<file path="src/rtl/cruise_pkg.sv">
// ---------------------------------------------------------------------------
// cruise_pkg
//   Shared definitions for the cruise speed controller: FSM state encoding,
//   default speed window and step, timing defaults, and saturating target
//   step helpers.
//   Ports: none (package).
// ---------------------------------------------------------------------------
package cruise_pkg;

    typedef enum logic [1:0] {
        ST_OFF      = 2'b00,
        ST_STANDBY  = 2'b01,
        ST_CRUISE   = 2'b10,
        ST_OVERRIDE = 2'b11
    } cc_state_t;

    localparam logic [7:0] DEF_MIN_SPEED     = 8'd40;
    localparam logic [7:0] DEF_MAX_SPEED     = 8'd200;
    localparam logic [7:0] DEF_STEP          = 8'd2;
    localparam int         DEF_REPEAT_CYCLES = 16;
    localparam int         DEF_DROP_CYCLES   = 8;

    // Raise target by step, clamped to max. 9-bit sum so it cannot wrap.
    function automatic logic [7:0] step_up(input logic [7:0] tgt,
                                           input logic [7:0] step,
                                           input logic [7:0] max);
        logic [8:0] sum;
        sum = {1'b0, tgt} + {1'b0, step};
        return (sum > {1'b0, max}) ? max : sum[7:0];
    endfunction

    // Lower target by step, clamped to min. Compare before subtracting.
    function automatic logic [7:0] step_down(input logic [7:0] tgt,
                                             input logic [7:0] step,
                                             input logic [7:0] min);
        logic [8:0] floor_sum;
        floor_sum = {1'b0, min} + {1'b0, step};
        return ({1'b0, tgt} < floor_sum) ? min : (tgt - step);
    endfunction

endpackage

</file>
<file path="src/rtl/eight_bit_comparator.sv">
// ---------------------------------------------------------------------------
// eight_bit_comparator
//   Unsigned magnitude comparator. Operands are declared [0:7], so bit 0 is
//   the MSB; a [7:0] vector connected straight to the port lands MSB-first.
//   Ports:
//     a, b : operands [0:7]
//     lt   : a <  b
//     eq   : a == b
//     gt   : a >  b
// ---------------------------------------------------------------------------
module eight_bit_comparator (
    input  logic [0:7] a,
    input  logic [0:7] b,
    output logic       lt,
    output logic       eq,
    output logic       gt
);

    assign lt = (a <  b);
    assign eq = (a == b);
    assign gt = (a >  b);

endmodule

</file>
<file path="src/rtl/cruise_speed_controller.sv">
// ---------------------------------------------------------------------------
// cruise_speed_controller
//   Cruise-control sequencer. Holds a target speed, compares it every cycle
//   against the measured speed and issues registered throttle up/down
//   requests while cruising.
//
//   state     | meaning
//   ----------+---------------------------------------------------------
//   OFF       | master switch off, target cleared
//   STANDBY   | armed, waiting for set or resume
//   CRUISE    | regulating speed toward target, target adjustable
//   OVERRIDE  | driver accelerating, throttle requests suppressed
//
//   Ports:
//     clk, rst_n          : clock, async active-low reset
//     cc_on               : master enable (level)
//     set_btn, resume_btn : capture / re-engage (edge-detected)
//     inc_btn, dec_btn    : target adjust, press = 1 step, hold = repeat
//     brake, accel        : pedals (level)
//     speed               : measured speed
//     target_speed        : current target
//     target_valid        : target holds a legal captured value
//     cc_active           : state is CRUISE or OVERRIDE
//     throttle_up/down    : throttle requests (mutually exclusive)
//     state_o             : FSM state encoding
// ---------------------------------------------------------------------------
module cruise_speed_controller
    import cruise_pkg::*;
#(
    parameter logic [7:0]  MIN_SPEED     = DEF_MIN_SPEED,
    parameter logic [7:0]  MAX_SPEED     = DEF_MAX_SPEED,
    parameter logic [7:0]  STEP          = DEF_STEP,
    parameter int unsigned REPEAT_CYCLES = DEF_REPEAT_CYCLES,
    parameter int unsigned DROP_CYCLES   = DEF_DROP_CYCLES
) (
    input  logic       clk,
    input  logic       rst_n,
    input  logic       cc_on,
    input  logic       set_btn,
    input  logic       resume_btn,
    input  logic       inc_btn,
    input  logic       dec_btn,
    input  logic       brake,
    input  logic       accel,
    input  logic [7:0] speed,
    output logic [7:0] target_speed,
    output logic       target_valid,
    output logic       cc_active,
    output logic       throttle_up,
    output logic       throttle_down,
    output logic [1:0] state_o
);

    localparam int RPT_W  = $clog2(REPEAT_CYCLES);
    localparam int DROP_W = $clog2(DROP_CYCLES + 1);
    localparam logic [RPT_W-1:0]  RPT_RELOAD = RPT_W'(REPEAT_CYCLES - 1);
    localparam logic [DROP_W-1:0] DROP_LAST  = DROP_W'(DROP_CYCLES - 1);

    cc_state_t         state;
    logic              set_q, resume_q, inc_q, dec_q;
    logic              set_edge, resume_edge, inc_edge, dec_edge;
    logic              in_range, below_min;
    logic              cmp_lt, cmp_eq, cmp_gt;
    logic              drop_hit, cruise_adj, step_now;
    logic [RPT_W-1:0]  rpt_cnt;
    logic [DROP_W-1:0] drop_cnt;

    eight_bit_comparator u_cmp (
        .a  (speed),
        .b  (target_speed),
        .lt (cmp_lt),
        .eq (cmp_eq),
        .gt (cmp_gt)
    );

    assign set_edge    = set_btn    & ~set_q;
    assign resume_edge = resume_btn & ~resume_q;
    assign inc_edge    = inc_btn    & ~inc_q;
    assign dec_edge    = dec_btn    & ~dec_q;

    assign in_range  = (speed >= MIN_SPEED) && (speed <= MAX_SPEED);
    assign below_min = (speed < MIN_SPEED);

    assign drop_hit = (state == ST_CRUISE) && below_min && (drop_cnt == DROP_LAST);

    // True only when the CRUISE branch falls through to inc/dec handling,
    // i.e. nothing of higher priority acts this cycle.
    assign cruise_adj = cc_on && (state == ST_CRUISE) && !brake && !accel &&
                        !drop_hit && !(set_edge && in_range);

    // rpt_cnt reaching zero while held marks the next auto-repeat step.
    assign step_now = cruise_adj && (inc_btn ^ dec_btn) &&
                      (inc_edge || dec_edge || (rpt_cnt == '0));

    assign state_o   = state;
    assign cc_active = state[1];

    always_ff @(posedge clk or negedge rst_n) begin
        if (!rst_n) begin
            set_q    <= 1'b0;
            resume_q <= 1'b0;
            inc_q    <= 1'b0;
            dec_q    <= 1'b0;
        end else begin
            set_q    <= set_btn;
            resume_q <= resume_btn;
            inc_q    <= inc_btn;
            dec_q    <= dec_btn;
        end
    end

    always_ff @(posedge clk or negedge rst_n) begin
        if (!rst_n) begin
            rpt_cnt <= '0;
        end else if (!cruise_adj) begin
            rpt_cnt <= RPT_RELOAD;
        end else if (inc_btn && dec_btn) begin
            rpt_cnt <= '0;
        end else if (inc_edge || dec_edge) begin
            rpt_cnt <= RPT_RELOAD;
        end else if (inc_btn || dec_btn) begin
            rpt_cnt <= (rpt_cnt == '0) ? RPT_RELOAD : rpt_cnt - RPT_W'(1);
        end else begin
            rpt_cnt <= RPT_RELOAD;
        end
    end

    always_ff @(posedge clk or negedge rst_n) begin
        if (!rst_n) begin
            drop_cnt <= '0;
        end else if ((state == ST_CRUISE) && below_min && !drop_hit) begin
            drop_cnt <= drop_cnt + DROP_W'(1);
        end else begin
            drop_cnt <= '0;
        end
    end

    always_ff @(posedge clk or negedge rst_n) begin
        if (!rst_n) begin
            state         <= ST_OFF;
            target_speed  <= '0;
            target_valid  <= 1'b0;
            throttle_up   <= 1'b0;
            throttle_down <= 1'b0;
        end else begin
            throttle_up   <= 1'b0;
            throttle_down <= 1'b0;
            if (!cc_on) begin
                state        <= ST_OFF;
                target_speed <= '0;
                target_valid <= 1'b0;
            end else begin
                case (state)
                    ST_OFF: state <= ST_STANDBY;
                    ST_STANDBY: begin
                        if (!brake) begin
                            if (set_edge && in_range) begin
                                state        <= ST_CRUISE;
                                target_speed <= speed;
                                target_valid <= 1'b1;
                            end else if (resume_edge && target_valid) begin
                                state <= ST_CRUISE;
                            end
                        end
                    end
                    ST_CRUISE: begin
                        if (brake) begin
                            state <= ST_STANDBY;
                        end else if (accel) begin
                            state <= ST_OVERRIDE;
                        end else if (drop_hit) begin
                            state <= ST_STANDBY;
                        end else begin
                            // Throttle is only driven while staying in CRUISE so
                            // it never lags a state exit by a cycle.
                            throttle_up   <= cmp_lt & ~cmp_eq;
                            throttle_down <= cmp_gt & ~cmp_eq;
                            if (set_edge && in_range) begin
                                target_speed <= speed;
                            end else if (step_now) begin
                                target_speed <= inc_btn ?
                                    step_up(target_speed, STEP, MAX_SPEED) :
                                    step_down(target_speed, STEP, MIN_SPEED);
                            end
                        end
                    end
                    ST_OVERRIDE: begin
                        if (brake) begin
                            state <= ST_STANDBY;
                        end else if (!accel) begin
                            state <= ST_CRUISE;
                        end
                    end
                    default: state <= ST_OFF;
                endcase
            end
        end
    end

endmodule

</file>
<file path="config.mk">
export PLATFORM = sky130hd
export DESIGN_NAME = cruise_speed_controller
export DESIGN_NICKNAME = d
export VERILOG_FILES = /design/src/rtl/cruise_pkg.sv /design/src/rtl/eight_bit_comparator.sv /design/src/rtl/cruise_speed_controller.sv
export SDC_FILE = /design/constraint.sdc
export NUM_CORES = 1
export LEC_CHECK = 0
export BUFFER_PORTS_ARGS = -buffer_cell sky130_fd_sc_hd__buf_2
export CAP_MARGIN = 0
export CORE_ASPECT_RATIO = 1.1
export CORE_MARGIN = 1.5
export CORE_UTILIZATION = 42
export DETAILED_ROUTE_END_ITERATION = 10
export PLACE_DENSITY = 0.7
export SYNTH_ARGS = -nofsm -noshare
export SYNTH_HDL_FRONTEND = slang
export SYNTH_SLANG_ARGS = --single-unit
export TNS_END_PERCENT = 30
</file>
<file path="constraint.sdc">
create_clock -name clk -period 3 [get_ports clk]
set_input_delay 0.6 -clock clk [delete_from_list [all_inputs] [get_ports clk]]
set_output_delay 0.6 -clock clk [all_outputs]
set_load 0.005 [all_outputs]
</file>
[Yosys cells after proc, flatten, opt, wreduce, memory -nomap -nowiden]
Cells that the tools add are included.
Storage, ports and cells
  flip-flop bits (word level): 25
Operators by class
  $add $sub $neg: 4
  magnitude comparators: 7
  equal/unequal tests: 18
  multiplexer cells: 42
  bitwise gates (word level): 12
  reductions and logical operators: 26
Operator list (number)
  8-bit two-way mux: 11
  4-bit two-way mux: 6
  2-bit two-way mux: 9
  8-bit by 6-bit < comparator with 1-bit output, second input constant: 2
  8-bit one-hot mux with 2 select lines: 1
  3-bit inequality test, second input constant: 5
  1-bit logical AND: 14
  1-bit two-way mux: 14
  8-bit by 2-bit adder with 9-bit output, second input constant: 1
  9-bit by 8-bit greater-than comparator with 1-bit output, second input constant: 1
  8-bit equality test: 1
  8-bit by 6-bit greater-or-equal comparator with 1-bit output, second input constant: 1
  8-bit greater-than comparator: 1
  8-bit <= comparator, second input constant: 1
  8-bit < comparator: 1
  4-bit inequality test, second input constant: 2
  2-bit one-hot mux with 4 select lines: 1
  8-bit by 2-bit subtractor with 8-bit output, second input constant: 1
  7-bit AND reduction: 1
  1-bit bitwise AND: 6
  5-bit inequality test, second input constant: 1
  1-bit NOT: 5
  4-bit by 1-bit adder with 4-bit output, second input constant: 1
  2-bit equality test, second input constant: 2
  other kinds (14): 20

[Logic depth before layout (Yosys ltp)]
Gate-level depths: netlist (run 1).
  depth in word-level cells: 15
  mapped depth: 9

[By module]
A second synthesis (run 1) with hierarchy kept.
Unflattened totals
  cells, all modules: 230
  area total of the unflattened synthesis: 2070.7 um2
By module, submodules not included
  cruise_speed_controller: instances 1, cells an instance 201, area each 1845.5 um2, sequential area each 625.6 um2
  eight_bit_comparator: instances 1, cells an instance 29, area each 225.2 um2, sequential area each 0.0 um2

[Least setup slack after synthesis (run 1)]
Ideal clock, no wire load.
  kind: input-to-reg
  from: input port inc_btn
  to: register target_speed[0]
  library setup time: 95 ps
  arrival: 2252 ps
  setup slack: 652 ps
  stages: 9
  cells stage by stage: clkbuf_1 -> inv_1 -> ha_1 -> inv_1 -> a311o_1 -> nor2_1 -> o22a_2 -> mux2_2 -> o31ai_1
On the way
  longest elaborated chain between the ends: 8
Ends and longest elaborated chain
  start: declaration: line cruise_speed_controller.sv:41  | input logic inc_btn,
  8-bit two-way mux: line cruise_speed_controller.sv:181  | target_speed <= inc_btn ?
  8-bit two-way mux: line cruise_speed_controller.sv:180  | end else if (step_now) begin
  8-bit two-way mux: line cruise_speed_controller.sv:178  | if (set_edge && in_range) begin
  8-bit two-way mux: line cruise_speed_controller.sv:171  | end else if (drop_hit) begin
  8-bit two-way mux: line cruise_speed_controller.sv:169  | end else if (accel) begin
  8-bit two-way mux: line cruise_speed_controller.sv:167  | if (brake) begin
  8-bit one-hot mux with 2 select lines: line cruise_speed_controller.sv:153  | case (state)
  8-bit two-way mux: line cruise_speed_controller.sv:148  | if (!cc_on) begin
  end signal: assignment: line cruise_speed_controller.sv:159  | target_speed <= speed;
  end signal: assignment: line cruise_speed_controller.sv:179  | target_speed <= speed;
  end signal: assignment: line cruise_speed_controller.sv:181
  end: declaration: line cruise_speed_controller.sv:46  | output logic [7:0] target_speed,
Several ways; a longest one is shown, not always the timed one. The select of a mux whose other input is x is not followed.
A chain may end at the register's enable or synchronous reset.

[Final worst setup path (run 1)]
  from: register target_speed[2]
  to: register target_speed[0]
On the way
  longest elaborated chain between the ends: 11
Ends and longest elaborated chain
  8-bit by 2-bit adder with 9-bit output: line cruise_pkg.sv:28  | sum = {1'b0, tgt} + {1'b0, step};
  9-bit by 8-bit greater-than comparator with 1-bit output: line cruise_pkg.sv:29  | return (sum > {1'b0, max}) ? max : sum[7:0];
  8-bit two-way mux: line cruise_pkg.sv:29
  8-bit two-way mux (*): line cruise_speed_controller.sv:181
  8-bit two-way mux (*): line cruise_speed_controller.sv:180
  8-bit two-way mux (*): line cruise_speed_controller.sv:178
  8-bit two-way mux (*): line cruise_speed_controller.sv:171
  8-bit two-way mux (*): line cruise_speed_controller.sv:169
  8-bit two-way mux (*): line cruise_speed_controller.sv:167
  8-bit one-hot mux with 2 select lines (*): line cruise_speed_controller.sv:153
  8-bit two-way mux (*): line cruise_speed_controller.sv:148
Mark *: on every way between the ends. The rest lies on a longest branch, timed or not. The select of a mux whose other input is x is not followed.

==> report_table.html, run 1 <==
<table>
<tr><th>Metric</th><th>Value</th></tr>
<tr><th colspan="2">Yosys</th></tr>
<tr><td>Main combinational cell family by area after synthesis</td><td>compound AO/OA/AOI/OAI gates</td></tr>
<tr><td>Warnings from Yosys</td><td>0</td></tr>
<tr><td>Adder and majority cell fraction of the synthesized area</td><td>8.578%</td></tr>
<tr><td>Distinct cell type count of the synthesized netlist</td><td>57</td></tr>
<tr><td>Compound-Gate Fraction of Synth Area</td><td>27.02%</td></tr>
<tr><td>Dominant cell type by area after synthesis</td><td>dfrtp_1</td></tr>
<tr><td>Cell count after synthesis</td><td>240</td></tr>
<tr><td>Number of synthesized flops with an enable pin</td><td>0</td></tr>
<tr><td>Most frequent cell after synthesis</td><td>dfrtp_1</td></tr>
<tr><td>Top_reg_cell synth</td><td>dfrtp_1</td></tr>
<tr><td>Multiplexer area fraction after synthesis</td><td>1.593%</td></tr>
<tr><td>Area share of the largest cell type after synthesis</td><td>30.64%</td></tr>
<tr><td>Synthesized cell area</td><td>0.002042 mm^2</td></tr>
<tr><td>Basic-gate share of the synthesized area counting and, or, nand and nor cells</td><td>22.06%</td></tr>
<tr><td>FFs w/ async S/R, synth</td><td>100.0%</td></tr>
<tr><td>Count of state elements after synthesis</td><td>25</td></tr>
<tr><td>Portion of the post-synthesis area used by sequential elements</td><td>30.64%</td></tr>
<tr><td>Average footprint of a synthesized cell</td><td>8.508 um^2</td></tr>
<tr><td>Xor and xnor fraction of the mapped netlist area</td><td>3.002%</td></tr>
<tr><td>Top area cells in the synthesized netlist</td><td>dfrtp_1, ha_1, inv_1, nor2_1, a21oi_1</td></tr>
<tr><td>Post-synth top cells</td><td>dfrtp_1, inv_1, nor2_1</td></tr>
<tr><td>Total nets after synthesis</td><td>271</td></tr>
<tr><th colspan="2">CTS</th></tr>
<tr><td>Clock tree buffer depth</td><td>2</td></tr>
<tr><td>Clock-pin slew on the worst setup and hold paths</td><td>90 ps</td></tr>
<tr><td>Hold bufs inserted after CTS</td><td>0</td></tr>
<tr><td>Count of H-tree levels built during CTS</td><td>1</td></tr>
<tr><td>TritonCTS clock tree</td><td>done</td></tr>
<tr><td>Later-pin clock latency in the skew report</td><td>270 ps</td></tr>
<tr><td>Number of post-CTS setup repair buffers</td><td>0</td></tr>
<tr><td>Root buffer cell</td><td>clkbuf_8</td></tr>
<tr><td># resized after CTS</td><td>0</td></tr>
<tr><td>CTS buffer count</td><td>3</td></tr>
<tr><td>Count of clock tree sinks</td><td>25</td></tr>
<tr><th colspan="2">Timing</th></tr>
<tr><td>Worst-Margin Slew</td><td>564.7 ps</td></tr>
<tr><td>Final Cycle Share</td><td>80.10%</td></tr>
<tr><td>Number of failing setup endpoints in the final timing report</td><td>0</td></tr>
<tr><td>Setup repair after global routing missed its margin</td><td>false</td></tr>
<tr><td>Worst Skew</td><td>6.273 ps</td></tr>
<tr><td>Achievable clock frequency</td><td>416.1 MHz</td></tr>
<tr><td>Setup_tns</td><td>0 ps</td></tr>
<tr><td>Final period demand of the worst path</td><td>2403 ps</td></tr>
<tr><td>Final max-slew violation count</td><td>0</td></tr>
<tr><td>Relative slew slack</td><td>62.35%</td></tr>
<tr><td>Final Hold Violating Endpoints</td><td>0</td></tr>
<tr><td>Worst hold slack</td><td>306.8 ps</td></tr>
<tr><th colspan="2">Global route</th></tr>
<tr><td>Antenna violations before repair</td><td>0</td></tr>
<tr><td>Sum of overflow across all layers after global routing</td><td>0</td></tr>
<tr><td>Overall routing resource usage</td><td>20.06%</td></tr>
<tr><td>Via count of the first global-routing pass</td><td>1796</td></tr>
<tr><td>Maximum number of pins on one net before global-route repair</td><td>26</td></tr>
<tr><td>Wire length of the first global-routing pass</td><td>8645 um</td></tr>
<tr><th colspan="2">Floorplanning</th></tr>
<tr><td>Chip Height</td><td>76.13 um</td></tr>
<tr><td>Boundary pin count</td><td>31</td></tr>
<tr><td>Horiz. Die Dim</td><td>69.48 um</td></tr>
<tr><td>DIE AREA</td><td>0.005290 mm^2</td></tr>
<tr><td>Effective utilization at floorplan</td><td>43.89%</td></tr>
<tr><td>Core Box Area</td><td>0.004652 mm^2</td></tr>
<tr><td>Row count</td><td>26</td></tr>
<tr><th colspan="2">Final layout</th></tr>
<tr><td>Multi-input gate area</td><td>0.001271 mm^2</td></tr>
<tr><td>ANT cells</td><td>0</td></tr>
<tr><td>Layout area overhead</td><td>9.743%</td></tr>
<tr><td>Fraction of layout cells with a size suffix above 1</td><td>16.35%</td></tr>
<tr><td>Number of standard cells in the layout, taps in and fillers out</td><td>319</td></tr>
<tr><td>Post-layout nets</td><td>295</td></tr>
<tr><td>Count of fill cells added during filler insertion</td><td>476</td></tr>
<tr><td>Register cell area after layout</td><td>625.6 um^2</td></tr>
<tr><th colspan="2">Worst setup path</th></tr>
<tr><td>Sort of element at the end of the critical path</td><td>register</td></tr>
<tr><td>Arrival time worst endpoint</td><td>2580 ps</td></tr>
<tr><td>Required time of the worst setup path</td><td>3170 ps</td></tr>
<tr><td>Worst R2R Setup Slack</td><td>600 ps</td></tr>
<tr><td>Setup crit start kind</td><td>register</td></tr>
<tr><td>CP max FO</td><td>10</td></tr>
<tr><td>Worst setup path category</td><td>register to register</td></tr>
<tr><th colspan="2">Drt</th></tr>
<tr><td>Wire length per cell after detailed routing</td><td>16.30 um</td></tr>
<tr><td>Final ANT Viol Nets</td><td>0</td></tr>
<tr><td>Average vias per placed instance</td><td>5.959</td></tr>
<tr><td>Routed Wire Length</td><td>5201 um</td></tr>
<tr><td>Count of routing violations after the opening detailed-route iteration</td><td>98</td></tr>
<tr><td>Via total after detailed routing</td><td>1901</td></tr>
<tr><td>Count of TritonRoute iterations in the first routing pass</td><td>5</td></tr>
<tr><td># DRC</td><td>0</td></tr>
<tr><th colspan="2">Placed design</th></tr>
<tr><td>Final HPWL DP</td><td>3989 um</td></tr>
<tr><td>DP Cell Count</td><td>315</td></tr>
<tr><td>Number of I/O port buffers</td><td>30</td></tr>
<tr><td>Gpl congestion</td><td>0.8442</td></tr>
<tr><th colspan="2">Power and ir drop</th></tr>
<tr><td>Worst voltage drop across the vdd grid</td><td>153.2 uV</td></tr>
<tr><td>Design Power</td><td>788.0 uW</td></tr>
<tr><td>Leakage</td><td>1.001 nW</td></tr>
<tr><td>Power density over the cells</td><td>351.7 mW/mm^2</td></tr>
<tr><th colspan="2">Run</th></tr>
<tr><td>Max-cap check violation count</td><td>0</td></tr>
<tr><th colspan="2">Worst hold path</th></tr>
<tr><td>Classification of the worst-slack hold path</td><td>input port to async pin</td></tr>
<tr><th colspan="2">Run status</th></tr>
<tr><td>Outcome</td><td>finished, final reports clean</td></tr>
</table>
==> path summary, 6_finish.rpt <==
kind / cells after the start / to / start
worst max register to register: 7 / target_speed[0] / target_speed[2]
worst min register to register: 1 / drop_cnt[0] / drop_cnt[0]
max in group asynchronous: 1 / rpt_cnt[3] / rst_n
worst max-delay path: 7 / target_speed[0] / target_speed[2]
min in group clk: 1 / set_q / set_btn
worst min-delay path: 1 / state_o[1] / rst_n
==> sequential cells by signal, indices dropped and copies added, names as in the netlist <==
name and cells:
target_speed 8, set_q 1, inc_q 1, state_o 2, drop_cnt 4, resume_q 1
rpt_cnt 4, throttle_up 1, dec_q 1, target_valid 1, throttle_down 1
==> per-stage QoR <==
stage	setup slack [ps]	utilization [%]	instance area [um^2]
6_report	596.9	48.17	2241
2_1_floorplan	652.2	-	2042
3_5_place_dp	521.2	47.20	2196
3_3_place_gp	550.4	47.20	2196
5_1_grt	304.2	48.17	2241
4_1_cts	603.0	48.17	2241
==> cell usage in the layout (no fill, tap or decap), types with 4 or more instances in the layout <==
cell type  count
nand3_1        9
a21oi_1       13
xnor2_1        4
nor3b_1        4
a211oi_1       4
o21ai_1        5
o21a_1         6
nand2b_1       4
nand2_1       15
o21ai_0        9
nand4_1        6
inv_1         19
o22ai_1        4
ha_1          14
nor2_1        19
nor3_1         6
buf_2         30
dfrtp_1       25
==> per-layer routing <==
layer | vias up | routed length (um) | track usage [%]
met3 | 14 | 148 | 2.116
met2 | 44 | 2426 | 32.60
met1 | 909 | 2417 | 26.25
met5 | - | 0 | 0
met4 | 0 | 208 | 10.39
li1 | 934 | - | -
==> logic make-up (layout without fill, tap and decap cells) <==
family / count (synthesis) / in the layout
compound gates: 75 / 75
xor+xnor: 7 / 7
fa+ha+maj: 14 / 14
buf+inv: 31 / 54
flops: 25 / 25
mux: 3 / 3
simple gates: 85 / 85
==> power by group <==
part / switching [mW] / internal (mW)
Clock: 0.111 / 0.0952
Sequential: 0.0277 / 0.349
Combinational: 0.120 / 0.0851
==> final cells by class <==
class                   instances  area share, %
flip-flops and latches         25          27.92
well taps                      56          3.127
repair buffers                 31          7.035
clock buffers                   4          2.010
inverters                      19          3.183
multi-input cells             184          56.73
==> worst max-delay path, cell delays in order (launching register included) <==
cell	delay, ps
dfrtp_1	510
inv_1	110
ha_1	320
nor3b_1	330
a32oi_1	180
o311ai_2	410
a21oi_1	150
o31ai_1	290
Note: power is estimated with default switching activity, not from simulation.
==> run 2: changes to the inputs <==
Clock period 3 ns to 2.4 ns, I/O delays scaled along.
==> run 2 against run 1 <==
Sequential power up 22%. Maximum frequency is 7.3% higher. Cell area rose by 3.3%. Clock skew is 1.3 ps lower. Combinational power grew 39%. Global-route usage up 0.055 points. Clock power is 24% higher. Count of clock-buffer cells in the layout is the same. First-iteration DRC count down 3.1%. Largest cell class unchanged. Highest routed layer unchanged.
==> report_table.html, run 2 (same netlist as run 1, synthesis figures left out) <==
<table>
<tr><th>Metric</th><th>Value</th></tr>
<tr><th colspan="2">Placed design</th></tr>
<tr><td>Gpl congestion</td><td>0.8804</td></tr>
<tr><td>Cell Area, Placed</td><td>0.002263 mm^2</td></tr>
<tr><td>DP Cell Count</td><td>324</td></tr>
<tr><td>Worst Setup Slack post-DPL</td><td>91.37 ps</td></tr>
<tr><td>Final HPWL DP</td><td>4148 um</td></tr>
<tr><td>Number of I/O port buffers</td><td>30</td></tr>
<tr><th colspan="2">Final layout</th></tr>
<tr><td>ANT cells</td><td>0</td></tr>
<tr><td>Fraction of layout cells with a size suffix above 1</td><td>19.85%</td></tr>
<tr><td>Largest register FFs</td><td>8</td></tr>
<tr><td>Commonest non-fill, non-tap cell in the layout</td><td>buf_2</td></tr>
<tr><td>Post-layout nets</td><td>304</td></tr>
<tr><td>Count of fill cells added during filler insertion</td><td>457</td></tr>
<tr><td>Utilization after layout</td><td>49.78%</td></tr>
<tr><td>Number of standard cells in the layout, taps in and fillers out</td><td>328</td></tr>
<tr><td>Biggest regs</td><td>target_speed x8, drop_cnt x4, rpt_cnt x4</td></tr>
<tr><td>Commonest cells after routing, fill and taps aside</td><td>buf_2, dfrtp_1, inv_1</td></tr>
<tr><td>Final instance area</td><td>0.002316 mm^2</td></tr>
<tr><td>Layout area overhead</td><td>13.42%</td></tr>
<tr><td>Register with the most flip-flops</td><td>target_speed</td></tr>
<tr><th colspan="2">Worst setup path</th></tr>
<tr><td>CP max FO</td><td>8</td></tr>
<tr><td>Sort of element at the end of the critical path</td><td>register</td></tr>
<tr><td>R2R depth</td><td>8</td></tr>
<tr><td>Required time of the worst setup path</td><td>2560 ps</td></tr>
<tr><td>Setup crit start kind</td><td>register</td></tr>
<tr><td>Arrival time worst endpoint</td><td>2400 ps</td></tr>
<tr><td>Worst setup path category</td><td>register to register</td></tr>
<tr><th colspan="2">CTS</th></tr>
<tr><td>TritonCTS clock tree</td><td>done</td></tr>
<tr><td>Clock tree buffer depth</td><td>2</td></tr>
<tr><td>Root buffer cell</td><td>clkbuf_8</td></tr>
<tr><td>Count of clock tree sinks</td><td>25</td></tr>
<tr><td>Clock-pin slew on the worst setup and hold paths</td><td>90 ps</td></tr>
<tr><td>CTS buffer count</td><td>3</td></tr>
<tr><td>Later-pin clock latency in the skew report</td><td>270 ps</td></tr>
<tr><td>Number of post-CTS setup repair buffers</td><td>0</td></tr>
<tr><td>Count of H-tree levels built during CTS</td><td>1</td></tr>
<tr><th colspan="2">Power and ir drop</th></tr>
<tr><td>Seq pwr share</td><td>46.1%</td></tr>
<tr><td>Leakage</td><td>1.051 nW</td></tr>
<tr><td>Share of total power in combinational logic</td><td>28.4%</td></tr>
<tr><td>Power share of the clock group</td><td>25.6%</td></tr>
<tr><td>Power spent charging and discharging nets</td><td>326.0 uW</td></tr>
<tr><td>Worst voltage drop across the vdd grid</td><td>191.7 uV</td></tr>
<tr><td>Power density over the cells</td><td>431.6 mW/mm^2</td></tr>
<tr><td>Design Power</td><td>999.7 uW</td></tr>
<tr><td>Cell internal pwr</td><td>673.6 uW</td></tr>
<tr><td>Switching part of the total power</td><td>32.61%</td></tr>
<tr><th colspan="2">Global route</th></tr>
<tr><td>Overall routing resource usage</td><td>20.12%</td></tr>
<tr><td>Via count of the first global-routing pass</td><td>1778</td></tr>
<tr><td>Maximum number of pins on one net before global-route repair</td><td>26</td></tr>
<tr><td>Wire length of the first global-routing pass</td><td>8714 um</td></tr>
<tr><td>Sum of overflow across all layers after global routing</td><td>0</td></tr>
<tr><td>Antenna violations before repair</td><td>0</td></tr>
<tr><th colspan="2">Timing</th></tr>
<tr><td>Final Cycle Share</td><td>93.30%</td></tr>
<tr><td>Final period demand of the worst path</td><td>2239 ps</td></tr>
<tr><td>Worst Skew</td><td>4.939 ps</td></tr>
<tr><td>Worst hold slack</td><td>184.3 ps</td></tr>
<tr><td>Final Hold Violating Endpoints</td><td>0</td></tr>
<tr><td>Achievable clock frequency</td><td>446.6 MHz</td></tr>
<tr><td>Setup repair after global routing missed its margin</td><td>false</td></tr>
<tr><td>Worst-Margin Slew</td><td>549.5 ps</td></tr>
<tr><td>Setup_tns</td><td>0 ps</td></tr>
<tr><td>Final max-slew violation count</td><td>0</td></tr>
<tr><td>Number of failing setup endpoints in the final timing report</td><td>0</td></tr>
<tr><td>Min setup slack post-route</td><td>160.7 ps</td></tr>
<tr><td>Relative slew slack</td><td>63.36%</td></tr>
<tr><th colspan="2">Drt</th></tr>
<tr><td>Count of routing violations after the opening detailed-route iteration</td><td>95</td></tr>
<tr><td>Via total after detailed routing</td><td>1927</td></tr>
<tr><td># DRC</td><td>0</td></tr>
<tr><td>Routed Wire Length</td><td>5303 um</td></tr>
<tr><td>Wire length per cell after detailed routing</td><td>16.17 um</td></tr>
<tr><td>Count of TritonRoute iterations in the first routing pass</td><td>4</td></tr>
<tr><td>Final ANT Viol Nets</td><td>0</td></tr>
<tr><td>Average vias per placed instance</td><td>5.875</td></tr>
<tr><th colspan="2">Floorplanning</th></tr>
<tr><td>Row count</td><td>26</td></tr>
<tr><td>Horiz. Die Dim</td><td>69.48 um</td></tr>
<tr><td>DIE AREA</td><td>0.005290 mm^2</td></tr>
<tr><td>Effective utilization at floorplan</td><td>43.89%</td></tr>
<tr><td>Core Box Area</td><td>0.004652 mm^2</td></tr>
<tr><td>Chip Height</td><td>76.13 um</td></tr>
<tr><td>Boundary pin count</td><td>31</td></tr>
<tr><th colspan="2">Run status</th></tr>
<tr><td>Outcome</td><td>finished, final reports clean</td></tr>
<tr><th colspan="2">Worst hold path</th></tr>
<tr><td>Classification of the worst-slack hold path</td><td>input port to async pin</td></tr>
<tr><th colspan="2">Run</th></tr>
<tr><td>Max-cap check violation count</td><td>0</td></tr>
</table>
## run 2: cell count changes in the layout (fill, tap and decap cells not counted), sizes merged
cell,previous run,this run
buf,31,40
## run 2: what timing repair did
| action | CTS | global route |
|---|---|---|
| hold buffers | 0 | 0 |
| gates resized for setup | 0 | 2 |
| endpoints found under the setup margin | 0 | 5 |
## run 2: cell type report
type                       instances  area, um^2  area share [%]
tap                               56       70.07           3.025
sequential                        25       625.6           27.01
multi-input combinational        184        1279           55.21
timing repair buffer              40       225.2           9.724
clock buffer                       4       45.04           1.945
inverter                          19       71.32           3.079
## run 2: critical path, cell delays in order, from the launching register on
cell and delay (ps):
dfrtp_1 410, buf_4 170, ha_1 280, and3b_1 270, nand4_1 110, o211ai_2 110, o311ai_2 170, a311o_1 360
a32o_1 260
## run 2: path summary, 6_finish.rpt
path	slack (ps)	from	end
worst max-delay path	160	target_speed[2]	target_speed[2]
max in group asynchronous	1850	rst_n	target_speed[0]
min in group clk	320	set_btn	set_q
worst min-delay path	180	rst_n	set_q
worst max register to register	160	target_speed[2]	target_speed[2]
worst min register to register	460	drop_cnt[0]	drop_cnt[0]
## run 2: routing by layer
layer / track usage (%) / vias up / wire (um)
li1: - / 945 / -
met1: 26.33 / 928 / 2427
met2: 34.71 / 48 / 2621
met3: 2.381 / 6 / 206
met4: 5.882 / 0 / 48
met5: 0 / - / 0
## run 2: power groups by stage
stage                     Combinational (mW)  Sequential, mW  Clock, mW
after floorplan                        0.190           0.457          0
after global placement                 0.274           0.467          0
after detailed placement               0.279           0.468          0
after CTS                              0.280           0.460      0.267
after global routing                   0.313           0.463      0.283
final                                  0.284           0.460      0.256
==> run 3: changes to the inputs <==
Settings changed: HOLD_SLACK_MARGIN set to 0.1, MAX_ROUTING_LAYER set to met4.
==> run 3 against run 2 <==
Non-clock buffer count stayed put. Core utilization is the same. Setup slack improved by 2.4 ps. Power is 0.20% higher. Sequential power about the same. Sequential share of layout area unchanged. Maximum frequency up 0.11%. Clock skew up 0.90 ps. Highest routed layer unchanged.
==> report_table.html, run 3 (same netlist as run 1, synthesis figures left out) <==
<table>
<tr><th>Metric</th><th>Value</th></tr>
<tr><th colspan="2">Run status</th></tr>
<tr><td>Outcome</td><td>finished, final reports clean</td></tr>
<tr><th colspan="2">CTS</th></tr>
<tr><td>CTS buffer count</td><td>3</td></tr>
<tr><td># resized after CTS</td><td>0</td></tr>
<tr><td>Hold bufs inserted after CTS</td><td>0</td></tr>
<tr><td>Root buffer cell</td><td>clkbuf_8</td></tr>
<tr><td>Clock tree buffer depth</td><td>2</td></tr>
<tr><td>TritonCTS clock tree</td><td>done</td></tr>
<tr><td>Later-pin clock latency in the skew report</td><td>270 ps</td></tr>
<tr><td>Count of H-tree levels built during CTS</td><td>1</td></tr>
<tr><td>Number of post-CTS setup repair buffers</td><td>0</td></tr>
<tr><td>Count of clock tree sinks</td><td>25</td></tr>
<tr><td>Clock-pin slew on the worst setup and hold paths</td><td>90 ps</td></tr>
<tr><th colspan="2">Worst setup path</th></tr>
<tr><td>CP Depth</td><td>8</td></tr>
<tr><td>R2R Path End</td><td>target_speed[2]</td></tr>
<tr><td>Worst setup path category</td><td>register to register</td></tr>
<tr><td>CP max FO</td><td>8</td></tr>
<tr><td>Highest-delay cell along the critical path</td><td>dfrtp_1</td></tr>
<tr><td>Worst-path cell chain</td><td>buf_4 &gt; ha_1 &gt; and3b_1 &gt; nand4_1 &gt; o211ai_2 &gt; o311ai_2 &gt; a311o_1 &gt; a32o_1</td></tr>
<tr><td>Required time of the worst setup path</td><td>2560 ps</td></tr>
<tr><td>Start point of the critical path</td><td>target_speed[2]</td></tr>
<tr><td>Critical Path Max Stage Delay</td><td>410 ps</td></tr>
<tr><td>Cell family with most CP delay</td><td>compound AO/OA/AOI/OAI gates</td></tr>
<tr><td>Arrival time worst endpoint</td><td>2400 ps</td></tr>
<tr><td>Sort of element at the end of the critical path</td><td>register</td></tr>
<tr><td>CP bufs+invs</td><td>1</td></tr>
<tr><td>R2R depth</td><td>8</td></tr>
<tr><td>Setup crit start kind</td><td>register</td></tr>
<tr><td>FF-to-FF Start</td><td>target_speed[2]</td></tr>
<tr><td>Worst R2R Setup Slack</td><td>160 ps</td></tr>
<tr><td>Capturing element of the worst setup path</td><td>target_speed[2]</td></tr>
<tr><th colspan="2">Floorplanning</th></tr>
<tr><td>Chip Height</td><td>76.13 um</td></tr>
<tr><td>Core Box Area</td><td>0.004652 mm^2</td></tr>
<tr><td>Effective utilization at floorplan</td><td>43.89%</td></tr>
<tr><td>Horiz. Die Dim</td><td>69.48 um</td></tr>
<tr><td>DIE AREA</td><td>0.005290 mm^2</td></tr>
<tr><td>Row count</td><td>26</td></tr>
<tr><td>Boundary pin count</td><td>31</td></tr>
<tr><th colspan="2">Final layout</th></tr>
<tr><td>Largest register FFs</td><td>8</td></tr>
<tr><td>Commonest cells after routing, fill and taps aside</td><td>buf_2, dfrtp_1, inv_1</td></tr>
<tr><td>Number of standard cells in the layout, taps in and fillers out</td><td>328</td></tr>
<tr><td>Post-layout nets</td><td>304</td></tr>
<tr><td>Final instance area</td><td>0.002316 mm^2</td></tr>
<tr><td>Commonest non-fill, non-tap cell in the layout</td><td>buf_2</td></tr>
<tr><td>Utilization after layout</td><td>49.78%</td></tr>
<tr><td>Biggest regs</td><td>target_speed x8, drop_cnt x4, rpt_cnt x4</td></tr>
<tr><td>Count of fill cells added during filler insertion</td><td>457</td></tr>
<tr><td>Fraction of layout cells with a size suffix above 1</td><td>19.85%</td></tr>
<tr><td>Register with the most flip-flops</td><td>target_speed</td></tr>
<tr><td>Layout area overhead</td><td>13.42%</td></tr>
<tr><td>ANT cells</td><td>0</td></tr>
<tr><th colspan="2">Timing</th></tr>
<tr><td>Worst Skew</td><td>5.842 ps</td></tr>
<tr><td>Number of failing setup endpoints in the final timing report</td><td>0</td></tr>
<tr><td>Final max-slew violation count</td><td>0</td></tr>
<tr><td>Final period demand of the worst path</td><td>2237 ps</td></tr>
<tr><td>Final Cycle Share</td><td>93.21%</td></tr>
<tr><td>Final Hold Violating Endpoints</td><td>0</td></tr>
<tr><td>Achievable clock frequency</td><td>447.0 MHz</td></tr>
<tr><td>Setup repair after global routing missed its margin</td><td>false</td></tr>
<tr><td>Worst-Margin Slew</td><td>558.1 ps</td></tr>
<tr><td>Setup_tns</td><td>0 ps</td></tr>
<tr><td>Min setup slack post-route</td><td>163.1 ps</td></tr>
<tr><td>Worst hold slack</td><td>184.8 ps</td></tr>
<tr><td>Relative slew slack</td><td>62.79%</td></tr>
<tr><th colspan="2">Power and ir drop</th></tr>
<tr><td>Worst voltage drop across the vdd grid</td><td>193.0 uV</td></tr>
<tr><td>Power spent charging and discharging nets</td><td>328.0 uW</td></tr>
<tr><td>Design Power</td><td>1.002 mW</td></tr>
<tr><td>Power density over the cells</td><td>432.5 mW/mm^2</td></tr>
<tr><td>Leakage</td><td>1.051 nW</td></tr>
<tr><td>Switching part of the total power</td><td>32.74%</td></tr>
<tr><td>Cell internal pwr</td><td>673.7 uW</td></tr>
<tr><td>Share of total power in combinational logic</td><td>28.3%</td></tr>
<tr><td>Power share of the clock group</td><td>25.7%</td></tr>
<tr><td>Seq pwr share</td><td>46.0%</td></tr>
<tr><th colspan="2">Worst hold path</th></tr>
<tr><td>Classification of the worst-slack hold path</td><td>input port to async pin</td></tr>
<tr><th colspan="2">Global route</th></tr>
<tr><td>Via count of the first global-routing pass</td><td>1769</td></tr>
<tr><td>Maximum number of pins on one net before global-route repair</td><td>26</td></tr>
<tr><td>Overall routing resource usage</td><td>20.83%</td></tr>
<tr><td>Sum of overflow across all layers after global routing</td><td>0</td></tr>
<tr><td>Antenna violations before repair</td><td>0</td></tr>
<tr><td>Wire length of the first global-routing pass</td><td>8728 um</td></tr>
<tr><th colspan="2">Placed design</th></tr>
<tr><td>Worst Setup Slack post-DPL</td><td>91.37 ps</td></tr>
<tr><td>Gpl congestion</td><td>0.8950</td></tr>
<tr><td>Final HPWL DP</td><td>4148 um</td></tr>
<tr><td>Cell Area, Placed</td><td>0.002263 mm^2</td></tr>
<tr><td>Number of I/O port buffers</td><td>30</td></tr>
<tr><td>DP Cell Count</td><td>324</td></tr>
<tr><th colspan="2">Drt</th></tr>
<tr><td>Count of TritonRoute iterations in the first routing pass</td><td>4</td></tr>
<tr><td>Average vias per placed instance</td><td>5.918</td></tr>
<tr><td>Final ANT Viol Nets</td><td>0</td></tr>
<tr><td># DRC</td><td>0</td></tr>
<tr><td>Routed Wire Length</td><td>5306 um</td></tr>
<tr><td>Wire length per cell after detailed routing</td><td>16.18 um</td></tr>
<tr><td>Via total after detailed routing</td><td>1941</td></tr>
<tr><td>Count of routing violations after the opening detailed-route iteration</td><td>117</td></tr>
<tr><th colspan="2">Run</th></tr>
<tr><td>Max-cap check violation count</td><td>0</td></tr>
</table>
[run 3: worst min-delay path by stage]
stage                      from              end  slack [ps]  cells after the start
floorplan                 rst_n            dec_q         180                      0
global placement    drop_cnt[0]      drop_cnt[0]         460                      1
detailed placement  drop_cnt[0]      drop_cnt[0]         460                      1
CTS                       rst_n      drop_cnt[2]         200                      1
global route              rst_n  target_speed[1]         230                      1
finish                    rst_n            set_q         180                      1
[run 3: worst register-to-register path: cells and delay by family (launching register included)]
kind                       cells  cell delay [ps]
adders and majority gates      1              280
and+or+nand+nor                2              380
AOI/OAI and AO/OA              4              900
buffers and inverters          1              170
DFF                            1              410
[run 3: power by group through the flow]
| stage | Combinational, mW | Clock (mW) | Sequential [mW] |
|---|---|---|---|
| floorplan | 0.190 | 0 | 0.457 |
| global placement | 0.274 | 0 | 0.467 |
| detailed placement | 0.279 | 0 | 0.468 |
| CTS | 0.280 | 0.267 | 0.460 |
| global route | 0.313 | 0.285 | 0.464 |
| finish | 0.283 | 0.258 | 0.461 |
[run 3: layer usage]
layer  wire length [um]  track usage (%)  part of all wire, %  vias to the layer above
met5                  0                -                    0                        -
met4                 64            5.882                  1.2                        0
met3                216            2.778                  4.1                        8
met2               2600            34.62                   49                       55
met1               2425            26.58                   46                      930
li1                   -                -                    -                      948
[run 3: cell type report]
type,instances,area (um^2),share of cell area [%]
clock buffer,4,45.04,1.945
inverter,19,71.32,3.079
multi-input combinational,184,1279,55.21
sequential,25,625.6,27.01
tap,56,70.07,3.025
timing repair buffer,40,225.2,9.724
